### src/rtl/bus_arbiter_rr_pkg.sv
// rtl/bus_arbiter_rr_pkg.sv - shared types, sizes and round-robin pick helper
package bus_arbiter_rr_pkg;

  localparam int NUM_REQ = 4;
  localparam int SEL_W   = 2;

  typedef enum logic {
    IDLE  = 1'b0,
    OWNED = 1'b1
  } state_t;

  // First requesting index in the order base, base+1, base+2, base+3 (mod 4).
  // Walking the offsets from high to low lets the smallest offset win.
  function automatic logic [SEL_W-1:0] rr_pick(input logic [NUM_REQ-1:0] req,
                                               input logic [SEL_W-1:0]   base);
    logic [SEL_W-1:0] pick;
    logic [SEL_W-1:0] idx;
    pick = base;
    for (int i = NUM_REQ - 1; i >= 0; i--) begin
      idx = base + SEL_W'(i);
      if (req[idx]) pick = idx;
    end
    return pick;
  endfunction

endpackage

### src/rtl/mux_4to1.sv
// rtl/mux_4to1.sv - 4:1 select mux for data words
module mux_4to1 #(
  parameter int W = 32
) (
  input  logic [1:0]   sel,
  input  logic [W-1:0] d0,
  input  logic [W-1:0] d1,
  input  logic [W-1:0] d2,
  input  logic [W-1:0] d3,
  output logic [W-1:0] y
);

  // Plain index select
  always_comb begin
    y = d0;
    case (sel)
      2'd0: y = d0;
      2'd1: y = d1;
      2'd2: y = d2;
      2'd3: y = d3;
      default: y = d0;
    endcase
  end

endmodule

### src/rtl/bus_arbiter_rr.sv
// rtl/bus_arbiter_rr.sv - 4-way round-robin bus arbiter with bounded hold time
module bus_arbiter_rr
  import bus_arbiter_rr_pkg::*;
#(
  parameter int DATA_W   = 32,
  parameter int MAX_HOLD = 8
) (
  input  logic              clk,
  input  logic              reset,
  input  logic [3:0]        req,
  input  logic [DATA_W-1:0] data_in_0,
  input  logic [DATA_W-1:0] data_in_1,
  input  logic [DATA_W-1:0] data_in_2,
  input  logic [DATA_W-1:0] data_in_3,
  output logic [3:0]        grant,
  output logic [1:0]        sel,
  output logic              busy,
  output logic [DATA_W-1:0] data_out
);

  localparam int CNT_W = $clog2(MAX_HOLD);
  localparam logic [CNT_W-1:0] HOLD_LAST = CNT_W'(MAX_HOLD - 1);

  state_t             state, state_n;
  logic [SEL_W-1:0]   ptr, ptr_n;
  logic [SEL_W-1:0]   sel_n;
  logic [CNT_W-1:0]   hold_cnt, hold_cnt_n;
  logic [NUM_REQ-1:0] grant_n;
  logic [SEL_W-1:0]   base;
  logic [SEL_W-1:0]   pick;
  logic               release_now;
  logic [DATA_W-1:0]  mux_y;

  // All arbiter registers; reset drops the grant without waiting for a clock
  always_ff @(posedge clk or posedge reset) begin
    if (reset) begin
      state    <= IDLE;
      ptr      <= '0;
      sel      <= '0;
      hold_cnt <= '0;
      grant    <= '0;
    end else begin
      state    <= state_n;
      ptr      <= ptr_n;
      sel      <= sel_n;
      hold_cnt <= hold_cnt_n;
      grant    <= grant_n;
    end
  end

  // Next owner selection; a release searches from owner+1 so the owner comes last
  always_comb begin
    state_n     = state;
    ptr_n       = ptr;
    sel_n       = sel;
    hold_cnt_n  = hold_cnt;
    grant_n     = grant;
    base        = (state == OWNED) ? sel + 2'd1 : ptr;
    pick        = rr_pick(req, base);
    release_now = !req[sel] || (hold_cnt == HOLD_LAST);

    case (state)
      IDLE: begin
        grant_n    = '0;
        hold_cnt_n = '0;
        if (|req) begin
          state_n = OWNED;
          sel_n   = pick;
          grant_n = NUM_REQ'(1) << pick;
        end
      end
      OWNED: begin
        if (release_now) begin
          ptr_n      = sel + 2'd1;
          hold_cnt_n = '0;
          if (|req) begin
            sel_n   = pick;
            grant_n = NUM_REQ'(1) << pick;
          end else begin
            state_n = IDLE;
            grant_n = '0;
          end
        end else begin
          hold_cnt_n = hold_cnt + CNT_W'(1);
        end
      end
      default: begin
        state_n = IDLE;
        grant_n = '0;
      end
    endcase
  end

  assign busy = (state == OWNED);

  mux_4to1 #(.W(DATA_W)) u_mux (
    .sel (sel),
    .d0  (data_in_0),
    .d1  (data_in_1),
    .d2  (data_in_2),
    .d3  (data_in_3),
    .y   (mux_y)
  );

  assign data_out = busy ? mux_y : '0;

endmodule
### config.mk
export PLATFORM = sky130hd
export DESIGN_NAME = bus_arbiter_rr
export DESIGN_NICKNAME = d
export VERILOG_FILES = /design/src/rtl/bus_arbiter_rr_pkg.sv /design/src/rtl/mux_4to1.sv /design/src/rtl/bus_arbiter_rr.sv
export SDC_FILE = /design/constraint.sdc
export NUM_CORES = 1
export LEC_CHECK = 0
export CORE_AREA = 2 2 79 81
export CTS_CLUSTER_SIZE = 30
export DETAILED_ROUTE_END_ITERATION = 12
export DIE_AREA = 0 0 81 83
export GPL_TIMING_DRIVEN = 0
export PLACE_DENSITY = 0.78
export SKIP_CTS_REPAIR_TIMING = 1
export SYNTH_ARGS = -nofsm -noshare
export SYNTH_HDL_FRONTEND = slang
export SYNTH_SLANG_ARGS = --single-unit
### constraint.sdc
create_clock -name clk -period 2.3 [get_ports clk]
set_input_delay 0.23 -clock clk [delete_from_list [all_inputs] [get_ports clk]]
set_output_delay 0.23 -clock clk [all_outputs]
set_load 0.005 [all_outputs]
### Word-level counts from Yosys, hierarchy flattened

Cells that the tools add are included.

* muxes and demuxes: 28
* magnitude comparators: 5
* add/sub/neg operators: 5
* shift operators: 1
* bitwise operators: 1
* reduce and logical (&&, ||, !) cells: 5
* equal/unequal tests: 5

Operators with widths (count)
* 32-bit case mux with 4 select lines: 1
* 32-bit 2-to-1 mux: 1
* 2-bit by 3-bit < comparator with 1-bit output, second input constant: 5
* 2-bit 2-to-1 mux: 7
* 1-bit binary-select mux with 2-bit select: 5
* 4-bit 2-to-1 mux: 2
* 4-bit case mux with 2 select lines: 1
* 1-bit 2-to-1 mux: 7
* 3-bit case mux with 2 select lines: 1
* 2-bit by 1-bit adder with 2-bit output, second input constant: 2
* 2-bit adder, second input constant: 2
* 2-bit equality test, second input constant: 2
* 2-bit case mux with 2 select lines: 1
* 4-bit OR reduction: 1
* 1-bit by 2-bit left shift with 4-bit output, first input constant: 1
* 3-bit by 1-bit adder with 3-bit output, second input constant: 1
* 3-bit equality test, second input constant: 1
* 3-bit 2-to-1 mux: 1
* 2-bit by 1-bit equality test with 1-bit output, second input constant: 1
* 2-bit zero test: 1
* 2-bit by 1-bit inequality test with 1-bit output, second input constant: 1
* 1-bit case mux with 2 select lines: 1
* 2-bit AND reduction: 1
* 1-bit zero test: 1
* 2 further kinds: 2

* output and inout port bits: 39
* register bits: 12
* input port bits: 134

### Depth between registers and ports, before layout

Gate-level depths: netlist (run 1).

* word-level depth: 13
* mapped depth: 8
* depth with buffers taken out: 7

### By module

Synthesis (run 1) repeated with hierarchy kept, for this count alone.

* cell total of the unflattened synthesis: 146
* area total of the unflattened synthesis: 1778.0 um^2

Modules (own cells, without submodules)
* bus_arbiter_rr: area an instance 963.4 um^2, cells each 107, seq. area each 300.3 um^2, instances 1
* mux_4to1: area an instance 814.5 um^2, cells each 39, seq. area each 0.0 um^2, instances 1

### Worst setup path before layout (run 1)

Ideal clock, no wire load.

* kind: register to register
* from: register sel[0]
* to: register grant[0]
* stages on the path, launching flop included: 8
* clock period less this slack: 1937 ps
* library setup time: 121 ps
* path slack: 363 ps
* arrival: 1816 ps
* cells stage by stage: dfrtp_1 inv_1 ha_1 mux2i_1 mux2i_1 o2bb2ai_1 nor2_4 a22o_2

* longest elaborated chain between the ends: 13
* elaborated cells on any way between the ends: 26
* classes of those cells: 4 x add/sub; 1 x eq/ne; 1 x shift; 18 x mux; 2 x reduce/logical

RTL lines
* start, declared: RTL line bus_arbiter_rr.sv:16 `output logic [1:0] sel,`
* start signal, assigned: RTL line bus_arbiter_rr.sv:45 `sel <= sel_n;`
* 2-bit by 1-bit adder with 2-bit output: RTL line bus_arbiter_rr.sv:58 `base = (state == OWNED) ? sel + 2'd1 : ptr;`
* 2-bit 2-to-1 mux: RTL line bus_arbiter_rr.sv:58
* 2-bit adder: RTL line bus_arbiter_rr_pkg.sv:20 `idx = base + SEL_W'(i);`
* 1-bit binary-select mux with 2-bit select: RTL line bus_arbiter_rr_pkg.sv:21 `if (req[idx]) pick = idx;`
* 1-bit 2-to-1 mux (not written as such): RTL line bus_arbiter_rr_pkg.sv:21
* 2-bit 2-to-1 mux (4 in a row): RTL line bus_arbiter_rr_pkg.sv:21
* 1-bit by 2-bit left shift with 4-bit output: RTL line bus_arbiter_rr.sv:69, bus_arbiter_rr.sv:78
* 4-bit 2-to-1 mux: RTL line bus_arbiter_rr.sv:66, bus_arbiter_rr.sv:76
* 4-bit 2-to-1 mux: RTL line bus_arbiter_rr.sv:73 `if (release_now) begin`
* 4-bit case mux with 2 select lines: RTL line bus_arbiter_rr.sv:62 `case (state)`
* end signal, assigned: RTL line bus_arbiter_rr.sv:47 `grant <= grant_n;`
* end, declared: RTL line bus_arbiter_rr.sv:15 `output logic [3:0] grant,`

Parallel ways exist; a longest one is shown, timed or not. The select of a mux whose other input is x is not followed.
A chain may end at the register's enable or synchronous reset.

### Final worst setup path (run 1)

* from: register sel[0]
* to: output port data_out[3]

* longest elaborated chain between the ends: 3
* elaborated cells on any way between the ends: 6
* classes of those cells: 3 x eq/ne; 2 x mux; 1 x reduce/logical

RTL lines
* 2-bit equality test (tied with other cells): RTL line mux_4to1.sv:16 `case (sel)`
* 32-bit case mux with 4 select lines (*): RTL line mux_4to1.sv:16
* 32-bit 2-to-1 mux (*): RTL line bus_arbiter_rr.sv:105 `assign data_out = busy ? mux_y : '0;`
* end, declared: RTL line bus_arbiter_rr.sv:18 `output logic [DATA_W-1:0] data_out`

Every way passes the cells marked *; elsewhere a longest branch is shown, timed or not.

==> results of run 1 <==
power groups by stage:
stage	Sequential [W]	Clock [W]	Combinational [W]
3_5_place_dp	0.000359	0	0.00291
3_3_place_gp	0.000357	0	0.00288
4_1_cts	0.000356	0.000231	0.00293
6_report	0.000379	0.000228	0.00309
2_1_floorplan	0.000350	0	0.00148
5_1_grt	0.000390	0.000242	0.00336
final timing paths:
path / to / cells past startpoint
min in group clk: hold_cnt[0]$_DFF_PP0_ / 1
worst max-delay path: data_out[3] / 7
worst min register to register: hold_cnt[0]$_DFF_PP0_ / 1
max in group asynchronous: sel[0]$_DFFE_PP0P_ / 2
worst max register to register: grant[1]$_DFFE_PP0N_ / 7
worst min-delay path: hold_cnt[1]$_DFF_PP0_ / 2
per-layer routing:
metal | routed length [um] | vias up | global-route usage (%)
li1 | - | 1172 | -
met1 | 2920 | 1136 | 23.6
met2 | 3920 | 115 | 37.3
met3 | 638 | 16 | 4.13
met4 | 206 | 0 | 6.16
met5 | 0 | - | 0
final cells by class:
class	count	area (um^2)
Inverter	5	21.3
Timing Repair Buffer	176	1810
Clock buffer	4	55.1
Sequential cell	12	303
Multi-Input combinational cell	175	1220
Tap cell	75	93.8
Buffer	20	149
Fill cell	531	2160
cell families (layout without fill, tap and decap cells):
logic type | count (synthesis) | after routing | synth area share (%)
flip-flops | 12 | 12 | 19.0
AND/OR/NAND/NOR | 83 | 83 | 27.3
multiplexers | 5 | 5 | 4.13
buffers and inverters | 26 | 205 | 6.75
adder cells (fa/ha/maj) | 6 | 6 | 4.76
AO/OA/AOI/OAI | 81 | 81 | 38.0
critical path, cell delays in order (launching register included):
cell	delay, ns
dfrtp_2	0.48
inv_4	0.08
ha_4	0.19
buf_6	0.14
a222oi_1	0.27
o21ai_1	0.08
and2_1	0.15
clkdlybuf4s50_1	0.45
registers in the layout, summed over array words and instances (netlist names):
name      flops
busy          1
ptr           2
hold_cnt      3
sel           2
grant         4
layout by cell type, fill, tap and decap left out, types with 4 or more instances in the layout:
cell             instances
clkbuf_4                 4
a222oi_1                32
o21ai_0                  7
a31oi_1                  5
o21ai_1                 29
clkbuf_2                 5
and2_1                  34
dlymetal6s2s_1          29
clkbuf_8                 4
buf_4                    7
dfrtp_1                 10
clkdlybuf4s50_1        141
nand2_1                 38
buf_6                    4
ha_4                     4
through the flow:
step           setup WS, ns  hold slack, ns
2_1_floorplan         0.363          0.0947
3_3_place_gp         -0.308           0.421
3_5_place_dp         -0.283           0.430
4_1_cts              -0.549           0.303
5_1_grt              -0.131           0.350
6_report            -0.0241           0.298
==> results.py, run 1 <==
metrics = {
    "final_layout": {
        "drive_gt1_share_pct": 11.2,
        "final_area_um2": 3660,
        "num-nets-final": 533,
        "finish.utilization_pct": 62.9,
        "syn_to_final_growth_pct": 132,
        "diodes": 0,
        "fin_cells": 467,
    },
    "floorplan": {
        "row_count": 28,
        "core_area_um2": 5820,
        "dieArea_um2": 6720,
        "initial_core_util_pct": 27.1,
        "die_w_um": 81,
        "dieHeight_um": 83,
        "boundaryPins": 173,
    },
    "clock_tree": {
        "cts_tree": "built",
        "cts_sinks": 12,
        "clk_pin_slew_ns": 0.06,
        "cts_buffers": 3,
        "insertion_delay_ns": 0.24,
        "root_buffer": "clkbuf_8",
        "htree_num_levels": 1,
        "ctsLongestPathBuffers": 2,
    },
    "pwr": {
        "pwr-share-seq_pct": 10.3,
        "p_leak_nw": 1.76,
        "p_sw_w": 0.00150,
        "power_frac_comb_pct": 83.6,
        "swShare_pct": 40.6,
        "power_frac_clock_pct": 6.2,
        "p_int_w": 0.00220,
        "total_power_w": 0.00370,
        "irDropWorstVdd_v": 0.000597,
        "power.density_nw_per_um2": 1010,
    },
    "logic_synthesis": {
        "yosys-top-cells-count": "38 x nand2_1, 34 x and2_1, 33 x o21ai_0",
        "async_flop_share_pct": 100,
        "synth.area.top_cells": "a222oi_1 20%, dfrtp_1 19%, and2_1 13%",
        "synth_top_area_cell": "a222oi_1",
        "yosys_most_used_dff": "dfrtp_1",
        "syn-cell-area_um2": 1580,
        "ys_ff_latch": 12,
        "synthesis.nets": 353,
        "synthCells": 213,
        "synth_edf_count": 0,
        "synth_top_area_share_pct": 20.3,
        "syn_avg_cell_area_um2": 7.40,
        "synth.yosys.seq_area_share_pct": 19.0,
        "synth_most_common_cell": "nand2_1",
        "ys_types": 29,
        "ys_warn_count": 0,
    },
    "timing": {
        "relSlewSlack_pct": 65.9,
        "worst_pin_slew_ns": 0.497,
        "grt_setup_unrepaired": "true",
        "period_needed_ns": 2.32,
        "setup_viol": 1,
        "worst_slack_ns": -0.0241,
        "fmax_mhz": 430,
        "slew_violations": 0,
        "fin_crit_sh_pct": 101,
        "finClkSkew_ns": 0.00903,
        "fin_setup_tns_ns": -0.0241,
        "hold_viol": 0,
    },
    "outcome": {
        "violations": "negative setup slack",
        "outcome": "complete, but fails checks",
    },
    "worst_setup_path": {
        "cp-startpoint": "sel[0]$_DFFE_PP0P_",
        "endpoint_kind": "primary output",
        "cp_max_fo": 10,
        "required_ns": 2.07,
        "r2r_start": "sel[1]$_DFFE_PP0P_",
        "path_class": "reg2out",
        "r2r_slack_ns": 0.20,
        "cp-start-kind": "flip-flop",
        "critPathArrivalTime_ns": 2.09,
    },
    "hold_path": {
        "hold_path_class": "in2async",
    },
    "drt": {
        "firstDrtPassIters": 9,
        "wirelength_um": 7690,
        "ant_nets": 0,
        "vias": 2439,
        "avgRoutedWirePerCell_um": 16.5,
        "viasPerCell": 5.22,
        "drc": 0,
        "drt-initial-drc-count": 206,
    },
    "grt": {
        "grt_pass1_wl_um": 11200,
        "antenna_found_initial": 0,
        "grt_max_degree": 13,
        "grt_use_total_pct": 20.5,
        "grt-ovfl-total": 0,
        "grt_pass1_vias": 2333,
    },
    "place": {
        "numPortBuffers": 172,
        "dpl_cell_area_um2": 3390,
        "post-dp-hpwl_um": 5950,
        "gp_congestion": 0.822,
        "dp.cells": 460,
    },
    "flow_run": {
        "drv_cap": 0,
    },
}
Note: power is estimated with default switching activity, not from simulation.
==> run 2, diff against run 1 <==
--- a/config.mk
+++ b/config.mk
@@ -10,7 +10,7 @@
 export DETAILED_ROUTE_END_ITERATION = 12
 export DIE_AREA = 0 0 81 83
 export GPL_TIMING_DRIVEN = 0
-export PLACE_DENSITY = 0.78
+export PLACE_DENSITY = 0.84
 export SKIP_CTS_REPAIR_TIMING = 1
 export SYNTH_ARGS = -nofsm -noshare
 export SYNTH_HDL_FRONTEND = slang
==> run 2 against run 1 <==
  * Sequential share of layout area is essentially flat
  * The flow still finishes with violations (negative setup slack)
  * Via count is the same
  * Routed wire length grew 4.7%
  * Utilization grew 0.13 points
  * Sequential power shrank 1%
  * Clock skew shrank 0.0055 ns
  * Count of clock-buffer cells in the layout is the same
  * Flip-flop and latch count is the same
  * Clock power shrank 2%
  * Largest power group unchanged
  * Combinational power is essentially flat
==> results.py, run 2 (same netlist as run 1, synthesis figures left out) <==
metrics = {
    "clock_tree": {
        "cts_buffers": 3,
        "ctsLongestPathBuffers": 2,
        "insertion_delay_ns": 0.23,
        "cts_sinks": 12,
        "clk_pin_slew_ns": 0.05,
        "cts_tree": "built",
        "htree_num_levels": 1,
        "root_buffer": "clkbuf_8",
    },
    "final_layout": {
        "syn_to_final_growth_pct": 132,
        "num-nets-final": 533,
        "largest_register": "grant",
        "mostFrequentLayoutCells": "142 x clkdlybuf4s50_1, 38 x nand2_1, 34 x and2_1, 32 x a222oi_1, 30 x dlymetal6s2s_1",
        "layout.cells.most_common": "clkdlybuf4s50_1",
        "diodes": 0,
        "fillers": 526,
        "top_regs": "grant x4, hold_cnt x3",
        "drive_gt1_share_pct": 10.7,
        "final_area_um2": 3660,
        "largest_reg_flops": 4,
    },
    "floorplan": {
        "core_area_um2": 5820,
        "die_w_um": 81,
        "dieArea_um2": 6720,
        "boundaryPins": 173,
        "row_count": 28,
        "dieHeight_um": 83,
        "initial_core_util_pct": 27.1,
    },
    "worst_setup_path": {
        "timing.rr.end": "grant[1]$_DFFE_PP0N_",
        "required_ns": 2.07,
        "reg2reg_depth": 7,
        "endpoint_kind": "primary output",
        "critPathArrivalTime_ns": 2.12,
        "r2r_start": "sel[0]$_DFFE_PP0P_",
        "r2r_slack_ns": 0.26,
        "cp_max_fo": 10,
        "path_class": "reg2out",
        "cp-start-kind": "flip-flop",
    },
    "timing": {
        "setup_viol": 1,
        "grt_setup_unrepaired": "true",
        "relSlewSlack_pct": 69.3,
        "hold_viol": 0,
        "worst_pin_slew_ns": 0.448,
        "fin_crit_sh_pct": 102,
        "slew_violations": 0,
        "fin_setup_tns_ns": -0.0498,
        "period_needed_ns": 2.35,
        "holdWs_ns": 0.295,
        "finClkSkew_ns": 0.00358,
        "fmax_mhz": 426,
        "worst_slack_ns": -0.0498,
    },
    "grt": {
        "grt_max_degree": 13,
        "grt-ovfl-total": 0,
        "grt_use_total_pct": 21.8,
        "grt_pass1_wl_um": 11900,
        "grt_pass1_vias": 2474,
        "antenna_found_initial": 0,
    },
    "pwr": {
        "irDropWorstVdd_v": 0.000656,
        "total_power_w": 0.00372,
        "power.density_nw_per_um2": 1010,
        "p_leak_nw": 1.77,
    },
    "outcome": {
        "outcome": "complete, but fails checks",
        "violations": "negative setup slack",
    },
    "place": {
        "post-dp-hpwl_um": 6260,
        "gp_congestion": 0.886,
        "numPortBuffers": 172,
        "dpl_cell_area_um2": 3390,
    },
    "hold_path": {
        "hold_path_class": "in2async",
    },
    "drt": {
        "viasPerCell": 5.22,
        "ant_nets": 0,
        "wirelength_um": 8050,
        "avgRoutedWirePerCell_um": 17.2,
        "vias": 2439,
        "drt-initial-drc-count": 184,
        "firstDrtPassIters": 6,
        "drc": 0,
    },
    "flow_run": {
        "drv_cap": 0,
    },
}
[run 2: cell types whose count changed in the layout (fill, tap and decap cells not counted)]
cell             delta
clkbuf_2            -1
clkdlybuf4s50_1     +1
clkbuf_4            -3
buf_8               -1
inv_2               -1
inv_4               +1
buf_2               -1
o21ai_0             +1
o21ai_1             -1
dlymetal6s2s_1      +1
buf_4               +4
[run 2: critical path, stage by stage (launching register included)]
cell,delay (ns)
dfrtp_2,0.47
ha_4,0.21
buf_4,0.18
a222oi_1,0.31
o21ai_1,0.12
and2_1,0.16
clkdlybuf4s50_1,0.44
[run 2: worst max path at each step]
stage               cells after the start              endpoint          startpoint  slack (ns)
floorplan                               7  grant[0]$_DFFE_PP0N_  sel[0]$_DFFE_PP0P_        0.36
global placement                        8          data_out[27]  sel[0]$_DFFE_PP0P_       -0.33
detailed placement                      8           data_out[3]  sel[0]$_DFFE_PP0P_       -0.37
CTS                                     8           data_out[3]  sel[0]$_DFFE_PP0P_       -0.63
global route                            6          data_out[27]  sel[1]$_DFFE_PP0P_       -0.16
finish                                  6          data_out[27]  sel[1]$_DFFE_PP0P_       -0.05
[run 2: power breakdown]
part	switching, W	internal (W)	total, W	leakage [nW]
Combinational	0.00135	0.00177	0.00312	1.60
Sequential	0.0000760	0.000298	0.000374	0.146
Clock	0.0000729	0.000151	0.000224	0.0288
Total	0.00150	0.00221	0.00372	1.77
[run 2: routing by layer]
metal | up-vias | routed length, um | global-route usage, %
li1 | 1179 | - | -
met1 | 1133 | 3110 | 26.1
met2 | 113 | 4140 | 39.4
met3 | 14 | 639 | 3.59
met4 | 0 | 163 | 5.55
met5 | - | 0 | 0
[run 2: metrics by stage]
stage / setup slack (ns) / std cells / util (%)
final: -0.0498 / 467 / 63.0
after global routing: -0.164 / 467 / 63.0
after CTS: -0.629 / 464 / 59.3
after detailed placement: -0.370 / 460 / 58.3
after global placement: -0.327 / 460 / 58.3
after floorplan: 0.363 / 213 / -
[run 2: final cells by class]
| class | count | area, um^2 | area share (%) |
|---|---|---|---|
| tap | 75 | 93.8 | 2.56 |
| multi-input combinational | 175 | 1220 | 33.3 |
| inverter | 5 | 23.8 | 0.649 |
| clock buffer | 4 | 55.1 | 1.50 |
| buffer | 20 | 141 | 3.86 |
| timing repair buffer | 176 | 1830 | 49.9 |
| sequential | 12 | 303 | 8.27 |
